## src/rtl/key_debouncer.sv

```systemverilog
// key_debouncer: multi-channel key debouncer sampling raw keys on rising edges of a slow divider tick,
// producing clean levels plus one-cycle press/release strobes, all in the clkin domain.
module key_debouncer #(
  parameter int WIDTH          = 4,
  parameter int STABLE_SAMPLES = 4,
  parameter int ACTIVE_LOW     = 1
) (
  input  logic             clkin,
  input  logic             rst,
  input  logic             tick,
  input  logic [WIDTH-1:0] key_raw,
  output logic [WIDTH-1:0] key_level,
  output logic [WIDTH-1:0] key_press,
  output logic [WIDTH-1:0] key_release
);
  localparam int CW = STABLE_SAMPLES > 1 ? $clog2(STABLE_SAMPLES) : 1;
  localparam logic [CW-1:0] last = CW'(STABLE_SAMPLES - 1);
  localparam logic rel = ACTIVE_LOW != 0;
  logic [WIDTH-1:0] sync1, sync2, s;
  logic             tick_q, strobe;
  logic [CW-1:0]    cnt [WIDTH];
  always_comb begin
    s = rel ? ~sync2 : sync2;
    strobe = tick & ~tick_q;
  end
  // tick_q resets high so a tick already high at reset release is not an edge
  always_ff @(posedge clkin) begin
    if (rst) begin
      sync1       <= {WIDTH{rel}};
      sync2       <= {WIDTH{rel}};
      tick_q      <= 1'b1;
      key_level   <= '0;
      key_press   <= '0;
      key_release <= '0;
      for (int i = 0; i < WIDTH; i++) cnt[i] <= '0;
    end else begin
      sync1       <= key_raw;
      sync2       <= sync1;
      tick_q      <= tick;
      key_press   <= '0;
      key_release <= '0;
      if (strobe)
        for (int i = 0; i < WIDTH; i++)
          if (s[i] == key_level[i]) cnt[i] <= '0;
          else if (cnt[i] == last) begin
            key_level[i]   <= s[i];
            key_press[i]   <= s[i];
            key_release[i] <= ~s[i];
            cnt[i]         <= '0;
          end else cnt[i] <= cnt[i] + 1'b1;
    end
  end
endmodule

```

## config.mk

```make
export PLATFORM = sky130hd
export DESIGN_NAME = key_debouncer
export DESIGN_NICKNAME = d
export VERILOG_FILES = /design/src/rtl/key_debouncer.sv
export SDC_FILE = /design/constraint.sdc
export NUM_CORES = 1
export LEC_CHECK = 0
export CAP_MARGIN = 20
export CORE_MARGIN = 4
export CORE_UTILIZATION = 51
export CTS_CLUSTER_DIAMETER = 200
export DETAILED_ROUTE_END_ITERATION = 8
export PLACE_DENSITY = 0.77
export SKIP_LAST_GASP = 1
export SLEW_MARGIN = 30
export SYNTH_ARGS = -nofsm -noshare
export SYNTH_HDL_FRONTEND = slang
export SYNTH_SLANG_ARGS = --single-unit
```

## constraint.sdc

```tcl
create_clock -name clkin -period 3 [get_ports clkin]
set_clock_uncertainty 0.15 [all_clocks]
set_input_delay 0.6 -clock clkin [delete_from_list [all_inputs] [get_ports clkin]]
set_output_delay 0.6 -clock clkin [all_outputs]
set_load 0.05 [all_outputs]
```

# ---- After elaboration in Yosys (flattened, before gate mapping)
# Memory sizes are Yosys's and may differ from the RTL's.
# Index checks and enable logic that the tools add are counted.
# W data, S select, Z words.
dict set report op_classes {
  n_addsub 4
  multipliers 0
  n_div 0
  magnitude_cmp 0
  eq_ne 8
  shifts 0
  n_mux 70
  bitwise_logic 28
  reduce_logical 8
}
# operator count
set ops {}
lappend ops {{$mux W1} 58}
lappend ops {{$mux W2} 12}
lappend ops {{$reduce_or A4 Y1} 4}
lappend ops {{$not A1 Y1} 14}
lappend ops {{$or A1 B1 Y1} 12}
lappend ops {{$reduce_and A3 Y1} 4}
lappend ops {{$add A2 B1 Y2 const B} 4}
lappend ops {{$eq A2 B2 Y1 const B} 4}
lappend ops {{$eq A1 B1 Y1} 4}
lappend ops {{$not A4 Y4} 1}
lappend ops {{$and A1 B1 Y1} 1}
dict set report totals {
  regBits 21
  latch_bits 0
  ram_bits 8
  mem_bits_ro 0
  input_bits 7
  n_memories 1
}
# memory depth width read_ports rd_clocked_by_memory_dff wr line
set mem_list {}
lappend mem_list {cnt 4 2 4 0 4 21} ;# logic [CW-1:0] cnt [WIDTH];

# ---- Logic depth before layout (Yosys ltp)
dict set report logic_depth {
  word_depth 9
  depth_mapped 3
}

# ---- Least setup slack after synthesis
# OpenSTA, ideal clock, no wires.
dict set report synth_path {
  path_kind {input to register}
  startpoint {input rst}
  endpoint {memory cnt[0][1] in the netlist's numbering (data pin)}
  setup_ps 169
  arrival_time_ps 1332
  t_required_ps 2681
  slack_ps 1349
  cell_stages 3
  path_buffers 1
  cell_sequence {or3b_4 buf_6 nor4b_2}
}
# item line
set synth_rtl {}
lappend synth_rtl {{start, declared} 9} ;# input logic rst,
lappend synth_rtl {{end, declared} 21}

# ---- Final worst setup path
dict set report layout_path {
  startpoint {register key_level[0]}
  endpoint {output key_level[0]}
}
# item line
set layout_rtl {}
lappend layout_rtl {{start, declared} 12} ;# output logic [WIDTH-1:0] key_level,
lappend layout_rtl {{start signal, assigned by index} 46} ;# key_level[i] <= s[i];
# No word-level cell between the ends.

==> qor.yml <==
run_status:
  status: "complete, no violations"
worst_hold_path:
  hold_path.class: "register to register"
critical_path:
  crit_path_end_kind: "primary output"
  crit_path_start_kind: "register"
  slowest_stage: "clkdlybuf4s50_1"
  rr_endpoint: "cnt[3][0]"
  startpoint: "key_level[0]"
  crit_fanout: 5
  critical-path-top-delay-family: "buffers and inverters"
  critPathBufInv: 1
  worst-path-stages: 1
  crit_chain: "clkdlybuf4s50_1"
  required_ns: 2.25
  rr_startpoint: "tick_q"
  worst_r2r_path_depth: 2
  r2r_setup_slack_ns: 1.51
  critical_path_arrival_ns: 1.62
  crit_type: "register to primary output"
  slowest_delay_ns: 0.86
  endpoint: "key_level[0]"
cts:
  clockBufferDepth: 2
  ctsResizeCount: 0
  postCtsSetupBuffers: 0
  clk_pin_slew_ns: 0.08
  clkSinkCount: 29
  postCtsHoldBufs: 0
  cts_max_level: 2
  cts_root_buf: "clkbuf_4"
  clock_latency_ns: 0.31
  cts-buffers-inserted: 5
  tritoncts: "done"
timing:
  tightest_slew_ns: 0.501
  min_period_ns: 2.37
  tns_ns: 0
  setup_violations: 0
  maxClockFrequency_mhz: 423
  hold_viol_final: 0
  final.period_utilization_pct: 78.8
  holdWs_ns: 0.263
  maxSlewViolCount: 0
  slew_headroom_pct: 66.5
  rsz0062_at_grt: "no"
route:
  wl_per_cell_um: 13.6
  drt-total-wl_mm: 1.86
  vias: 726
  postRouteAntennaNets: 0
  drc: 0
  drtIter0Drc: 15
  via_per_inst: 5.30
  firstDrtPassIters: 4
floorplanning:
  ios: 19
  std_cell_rows: 17
  start_util_pct: 53.3
  die_area_um2: 3150
  die_h_um: 56.1
  coreArea_um2: 2210
  die_x_um: 56.1
layout:
  drive_gt1_share_pct: 24.8
  final_common_cell: "dfxtp_1"
  area_delta_synth_final_pct: 22.0
  finish.instance_area_um2: 1440
  final_nets: 119
  antenna_cells: 0
  final_cell_mix: "dfxtp_1 (21), clkdlybuf4s50_1 (18), or2_2 (9)"
global_routing:
  grt_pass1_wl_mm: 3.20
  grt_pass1_vias: 698
  grt_max_degree: 13
  grt_antenna_before_repair: 0
  track_usage_pct: 13.3
  grt.overflow.total: 0
pwr:
  power_mw: 0.698
  pwr_density_cell_nw_per_um2: 485
  p_leak_nw: 0.507
  vdd_drop_max_mv: 0.470
logic_synthesis:
  ys_types: 19
  synth_compound_area_share_pct: 3.18
  synthCells: 86
  syn_area_per_cell_um2: 13.7
  yosysSeqAreaShare_pct: 56.0
  synth_top_family_by_area: "simple AND/OR/NAND/NOR gates"
  synth_xor_area_share_pct: 2.97
  syn_area_um2: 1180
  synth_mux_area_share_pct: 0
  synth_nets: 97
  synth-adder-area-share_pct: 4.24
  synth-seq-cells: 29
  ys_warn_count: 0
  synthSimpleGateAreaFrac_pct: 30.1
placed_design:
  io_buffers: 18
  placed_area_um2: 1380
  hpwl_mm: 1.35
  gp_congestion: 0.672
run:
  cap_violations: 0
logic make-up after synthesis:
family / count (synthesis)
buf+inv: 9
compound gates: 5
simple gates: 35
xor+xnor: 4
flops: 29
fa+ha+maj: 4
synth_stat cells:
master     n  area share (%)
a211oi_1   4             2.5
a21o_1     1            0.64
and4_1     4             3.0
and4b_1    4             3.4
buf_6      1            0.95
clkbuf_1   3            0.95
dfxtp_1   21              36
edfxtp_1   8              20
ha_1       4             4.2
inv_1      5             1.6
nand3b_1   4             2.5
nor3b_1    1            0.64
nor4_2     4             4.2
nor4b_1    2             1.5
nor4b_2    4             5.1
nor4b_4    2             4.0
or2_2      9             4.8
or3b_4     1            0.95
xor2_1     4             3.0
through the flow:
step / std cells / setup slack (ns) / util (%)
CTS: 137 / 0.615 / 65.0
global placement: 129 / 0.660 / 62.4
global route: 137 / 0.554 / 65.0
floorplan: 86 / 1.35 / -
detailed placement: 129 / 0.572 / 62.4
finish: 137 / 0.635 / 65.0
power breakdown:
part           leakage, nW  switching, mW  internal (mW)
registers            0.255        0.00861          0.413
logic                0.219         0.0207         0.0221
clock network       0.0326          0.119          0.115
layout make-up:
cell class / count / area, um^2
fill: 175 / 773
sequential: 29 / 661
multi-input combinational: 48 / 478
timing repair buffer: 19 / 188
clock buffer: 8 / 58.8
tap: 28 / 35.0
inverter: 5 / 18.8
worst min-delay path by stage:
stage,start,endpoint,slack [ns],cells past startpoint
6_report,sync1[0],sync2[0],0.26,1
5_1_grt,sync1[2],sync2[2],0.28,1
4_1_cts,sync1[0],sync2[0],0.27,1
3_5_place_dp,sync1[0],sync2[0],0.25,1
3_3_place_gp,sync1[1],sync2[1],0.24,1
2_1_floorplan,sync1[0],sync2[0],0.24,1
flip-flops by register name, summed over array words and instances (netlist names):
signal	count
tick_q	1
key_press	4
cnt	8
sync2	4
key_release	4
sync1	4
key_level	4
layer usage:
layer / wire length (um) / track usage (%) / share of wire (%)
met4: 42 / 7.12 / 2.3
met5: 0 / 0 / 0
met3: 119 / 4.41 / 6.4
met1: 829 / 17.1 / 45
met2: 867 / 19.5 / 47
Power figures use the tool's default switching activity.
